==> src/rtl/counter_capture_pkg.sv <==
// Shared constants and helpers for the counter capture stage: EDGE mode
// names, a constant clog2 and the FIFO level width derivation.
package counter_capture_pkg;

   localparam string EDGE_RISING  = "RISING";
   localparam string EDGE_FALLING = "FALLING";
   localparam string EDGE_BOTH    = "BOTH";

   function automatic int clog2(input int value);
      int result;
      int remaining;
      result    = 0;
      remaining = value - 1;
      while (remaining > 0) begin
         result    = result + 1;
         remaining = remaining >> 1;
      end
      return result;
   endfunction

   // level must hold 0..depth inclusive, hence one bit more than the pointers
   function automatic int level_width(input int depth);
      return clog2(depth) + 1;
   endfunction

endpackage

==> src/rtl/capture_fifo.sv <==
// Synchronous first-word-fall-through FIFO holding captured counter words.
// Push into a full FIFO is only legal together with a pop; pop needs valid.
module capture_fifo
   import counter_capture_pkg::*;
#(
   parameter int DATA_WIDTH = 8,
   parameter int DEPTH      = 4
) (
   input  logic                          clk,
   input  logic                          rst,
   input  logic                          push,
   input  logic [DATA_WIDTH-1:0]         wdata,
   input  logic                          pop,
   output logic [DATA_WIDTH-1:0]         rdata,
   output logic                          valid,
   output logic                          full,
   output logic [level_width(DEPTH)-1:0] level
);

   localparam int AW = clog2(DEPTH);
   localparam int LW = level_width(DEPTH);

   logic [DATA_WIDTH-1:0] mem [DEPTH];
   logic [AW-1:0]         wr_ptr;
   logic [AW-1:0]         rd_ptr;
   logic [LW-1:0]         level_q;

   // Storage carries no reset; the head is masked to zero while empty.
   always_ff @(posedge clk) begin
      if (push) begin
         mem[wr_ptr] <= wdata;
      end
   end

   // Pointers wrap naturally because DEPTH is a power of two.
   always_ff @(posedge clk) begin
      if (!rst) begin
         wr_ptr  <= '0;
         rd_ptr  <= '0;
         level_q <= '0;
      end else begin
         if (push) begin
            wr_ptr <= wr_ptr + AW'(1);
         end
         if (pop) begin
            rd_ptr <= rd_ptr + AW'(1);
         end
         if (push && !pop) begin
            level_q <= level_q + LW'(1);
         end else if (pop && !push) begin
            level_q <= level_q - LW'(1);
         end
      end
   end

   assign valid = (level_q != '0);
   assign full  = (level_q == LW'(DEPTH));
   assign level = level_q;
   assign rdata = valid ? mem[rd_ptr] : '0;

endmodule

==> src/rtl/counter_capture.sv <==
// Snapshots count_in on a synchronised event edge and buffers it for a
// valid/ready consumer. Define COUNTER_CAPTURE_DELTA_EN to store deltas.
module counter_capture
   import counter_capture_pkg::*;
#(
   parameter int    DATA_WIDTH  = 8,
   parameter int    DEPTH       = 4,
   parameter int    SYNC_STAGES = 2,
   parameter string EDGE        = "RISING"
) (
   input  logic                          clk,
   input  logic                          rst,
   input  logic [DATA_WIDTH-1:0]         count_in,
   input  logic                          event_in,
   input  logic                          cap_en,
   output logic [DATA_WIDTH-1:0]         out_data,
   output logic                          out_valid,
   input  logic                          out_ready,
   output logic [level_width(DEPTH)-1:0] level,
   output logic                          overflow,
   input  logic                          clr_ovf
);

   localparam bit DET_RISE = (EDGE == EDGE_RISING) || (EDGE == EDGE_BOTH);
   localparam bit DET_FALL = (EDGE == EDGE_FALLING) || (EDGE == EDGE_BOTH);

   logic [SYNC_STAGES-1:0] sync_q;
   logic                   prev_q;
   logic                   sync_last;
   logic                   edge_det;
   logic                   capture;
   logic                   fifo_full;
   logic                   push;
   logic                   pop;
   logic                   drop;
   logic [DATA_WIDTH-1:0]  wdata;

   // Reset leaves prev at 0, so an input already high at release reads as a rise.
   always_ff @(posedge clk) begin
      if (!rst) begin
         sync_q <= '0;
         prev_q <= 1'b0;
      end else begin
         sync_q <= {sync_q[SYNC_STAGES-2:0], event_in};
         prev_q <= sync_q[SYNC_STAGES-1];
      end
   end

   assign sync_last = sync_q[SYNC_STAGES-1];
   assign edge_det  = (DET_RISE && sync_last && !prev_q) ||
                      (DET_FALL && !sync_last && prev_q);
   assign capture   = edge_det && cap_en;
   assign pop       = out_valid && out_ready;
   assign push      = capture && (!fifo_full || pop);
   assign drop      = capture && fifo_full && !pop;

`ifdef COUNTER_CAPTURE_DELTA_EN
   logic [DATA_WIDTH-1:0] ref_q;

   // Reference follows accepted pushes only, so drops never skew the next delta.
   always_ff @(posedge clk) begin
      if (!rst) begin
         ref_q <= '0;
      end else if (push) begin
         ref_q <= count_in;
      end
   end

   assign wdata = count_in - ref_q;
`else
   assign wdata = count_in;
`endif

   // A drop in the same cycle as clr_ovf wins so no loss goes unreported.
   always_ff @(posedge clk) begin
      if (!rst) begin
         overflow <= 1'b0;
      end else if (drop) begin
         overflow <= 1'b1;
      end else if (clr_ovf) begin
         overflow <= 1'b0;
      end
   end

   capture_fifo #(
      .DATA_WIDTH (DATA_WIDTH),
      .DEPTH      (DEPTH)
   ) u_fifo (
      .clk   (clk),
      .rst   (rst),
      .push  (push),
      .wdata (wdata),
      .pop   (pop),
      .rdata (out_data),
      .valid (out_valid),
      .full  (fifo_full),
      .level (level)
   );

endmodule

==> config.mk <==
export PLATFORM = sky130hd
export DESIGN_NAME = counter_capture
export DESIGN_NICKNAME = d
export VERILOG_FILES = /design/src/rtl/counter_capture_pkg.sv /design/src/rtl/capture_fifo.sv /design/src/rtl/counter_capture.sv
export SDC_FILE = /design/constraint.sdc
export NUM_CORES = 1
export LEC_CHECK = 0
export CAP_MARGIN = 30
export CORE_UTILIZATION = 41
export CTS_CLUSTER_SIZE = 20
export DETAILED_ROUTE_END_ITERATION = 6
export GPL_TIMING_DRIVEN = 0
export SLEW_MARGIN = 10
export SYNTH_ARGS = -nofsm -noshare
export SYNTH_HDL_FRONTEND = slang
export SYNTH_SLANG_ARGS = --single-unit
==> constraint.sdc <==
create_clock -name clk -period 6.2 [get_ports clk]
set_clock_uncertainty 0.15 [all_clocks]
set_input_delay 1.24 -clock clk [delete_from_list [all_inputs] [get_ports clk]]
set_output_delay 1.24 -clock clk [all_outputs]
set_load 0.02 [all_outputs]
==> summary.txt <==
outcome - complete, no violations
Via density - 4.985
Final Core Density - 54.03%
Slew HR - 63.68%
Die W - 68.59 um
Critical Path Fanout Max - 8
Area Overhead vs Synth - 22.30%
Overflow after GRT - 0
clk sinks - 45
Final Max Tran Viols - 0
Crit Reg-Reg Startpoint - u_fifo.level[0]
global-route wire length before repair - 4905 um
worst skew pair latency - 0.30 ns
Routed Antenna Nets - 0
Synth Register Bits - 45
HP Class - flip-flop to flip-flop
PwrDens - 408.2 nW/um^2
max-cap violations - 0
Setup crit start kind - flip-flop
aggregate global-route resource usage - 15.78%
CP arrival - 2.17 ns
deepest clock path buffer count - 2
DP Cell Count - 188
leakage - 0.7525 nW
Num CTS Buffers - 5
Vias - 977
Worst-path clk slew - 0.08 ns
end of the worst hold path - sync_q[1]
Mapped Avg Cell Area - 16.23 sq um
Crit Path Category - flip-flop to output pin
largest net degree at the start of global routing - 14
fin nets - 165
Hold Violations, Final - 0
syn_nets - 132
r2r worst-path depth - 9
IO buf count - 26
die area - 4705 sq um
standard-cell rows - 23
vias in the first global route - 1,011
worst hold path depth - 1
final cell count without fillers - 196
Fmax - 0.2810 GHz
sequential fraction of the synthesis area - 67.17%
DRC - 0
RSZ-0062 raised after global routing - false
fin crit period - 3.559 ns
CTS root buf - clkbuf_8
final setup vio count - 0
GPL Wtd Cong - 0.6826
Worst Hold Launch - sync_q[0]
WL final - 2990 um
Die Height - 68.59 um
post_cts resized - 0
R2R Setup Slk - 3.73 ns
Avg WL per Cell - 15.26 um
setup TNS - 0 ns
Initial Utilization - 44.18%
Core Footprint - 4115 sq um
post-synthesis cell count - 112
post-DP HPWL - 2028 um
Power Total - 0.9076 mW
Syn Std Cell Area - 1818 sq um
synth warn - 0
IO Pins - 27
Critical Path End Type - output pin
H-Tree Level Count - 2
Required @ worst endpoint - 4.81 ns
CTS tree - done
Iteration-0 DRC Markers - 68
Pre-antenna DRT Iters - 4
total setup buffers inserted after CTS - 0
Max VDD drop - 129.1 uV
worst r2r dst - u_fifo.level[2]
Distinct cells, synth - 24
diode count - 0
share of cells above drive strength 1 - 11.64%
initial antenna violation count - 0
fin crit share - 57.40%
measured slew at the worst slew-check pin - 0.5448 ns
# hold bufs at CTS - 0
per-stage QoR:
step	area [sq um]	worst slack [ns]	hold slack [ns]
final	2223	2.641	0.2892
after global routing	2223	2.506	0.3113
after CTS	2223	2.594	0.2885
after detailed placement	2141	2.451	0.2706
after global placement	2141	2.524	0.2656
after floorplan	1818	3.066	0.2619
sequential cells by signal (all words and copies together) (netlist names), named ones only:
signal / flops
u_fifo.mem: 32
sync_q: 2
u_fifo.wr_ptr: 2
prev_q: 1
u_fifo.rd_ptr: 2
u_fifo.level: 3
overflow: 1
worst max-delay path, cell delays in order, from the launching register on:
cell and delay, ns:
dfxtp_1 0.32, buf_2 0.29, mux4_2 0.54, nor2b_1 0.15
clkdlybuf4s50_1 0.56
power breakdown:
group / leakage (nW) / internal, mW / switching [mW]
clock network: 0.0428 / 0.0800 / 0.0918
logic: 0.315 / 0.187 / 0.185
registers: 0.394 / 0.343 / 0.0213
total: 0.753 / 0.610 / 0.298
cells by family (layout without fill, tap and decap cells):
logic type                 Yosys count  after routing  synth area share, %
AOI/OAI and AO/OA                    6              6                2.134
xor gates and xnor gates             3              3                1.446
adders and majority gates            6              6                4.542
buffers and inverters               10             44                2.546
DFF                                 45             45                67.17
muxes                               11             11                11.56
and+or+nand+nor                     31             31                10.60
cells in the mapped netlist:
| cell type | instances | area, sq um |
|---|---|---|
| edfxtp_1 | 32 | 960.9 |
| clkbuf_1 | 3 | 11.26 |
| buf_6 | 1 | 11.26 |
| nor2b_4 | 1 | 13.76 |
| xnor2_1 | 2 | 17.52 |
| nand2_1 | 5 | 18.77 |
| nand3b_1 | 1 | 7.510 |
| o22ai_1 | 1 | 6.260 |
| o31ai_1 | 1 | 7.510 |
| nor2b_1 | 9 | 56.30 |
| and2_1 | 11 | 68.82 |
| dfxtp_1 | 13 | 260.3 |
| o21ai_0 | 2 | 10.01 |
| ha_1 | 5 | 62.56 |
| a21boi_0 | 2 | 15.01 |
| nor3_1 | 1 | 5.000 |
| inv_1 | 5 | 18.77 |
| or4b_1 | 1 | 10.01 |
| mux2i_1 | 3 | 30.03 |
| mux4_2 | 8 | 180.2 |
| xor2_1 | 1 | 8.760 |
| fa_1 | 1 | 20.02 |
| buf_2 | 1 | 5.000 |
| or3_1 | 2 | 12.51 |
worst max-delay path by stage:
stage              start         endpoint
3_3_place_gp   out_ready  u_fifo.level[2]
2_1_floorplan  out_ready  u_fifo.level[2]
5_1_grt        flip-flop      out_data[4]
3_5_place_dp   out_ready  u_fifo.level[2]
6_report       flip-flop      out_data[4]
4_1_cts        flip-flop      out_data[4]
area by class of cell:
type / count / area [sq um]
Clock inverter: 1 / 6.256
Sequential cell: 45 / 1221
Clock buffer: 7 / 76.32
Tap cell: 50 / 62.56
Inverter: 5 / 18.77
Timing Repair Buffer: 26 / 260.3
Multi-Input combinational cell: 57 / 550.5
Buffer: 5 / 27.53
Fill cell: 349 / 1892
routing by layer:
layer / GRT usage [%] / wire length, um
met5: 0 / 0
met3: 3.947 / 161
met1: 19.02 / 1280
met4: 10.16 / 82
met2: 25.12 / 1465
placed cells by master, fill, tap and decap left out, drive strengths merged:
master,netlist,routed
nor2b,10,10
a21boi,2,2
mux4,8,8
clkbuf,3,10
clkdlybuf4s50,0,26
o31ai,1,1
o21ai,2,2
mux2i,3,3
and2,11,11
dfxtp,13,13
nor3,1,1
ha,5,5
xnor2,2,2
nand2,5,5
inv,5,6
buf,2,2
xor2,1,1
fa,1,1
or3,2,2
or4b,1,1
o22ai,1,1
nand3b,1,1
edfxtp,32,32
No activity file was read; power rests on OpenSTA's default activity.
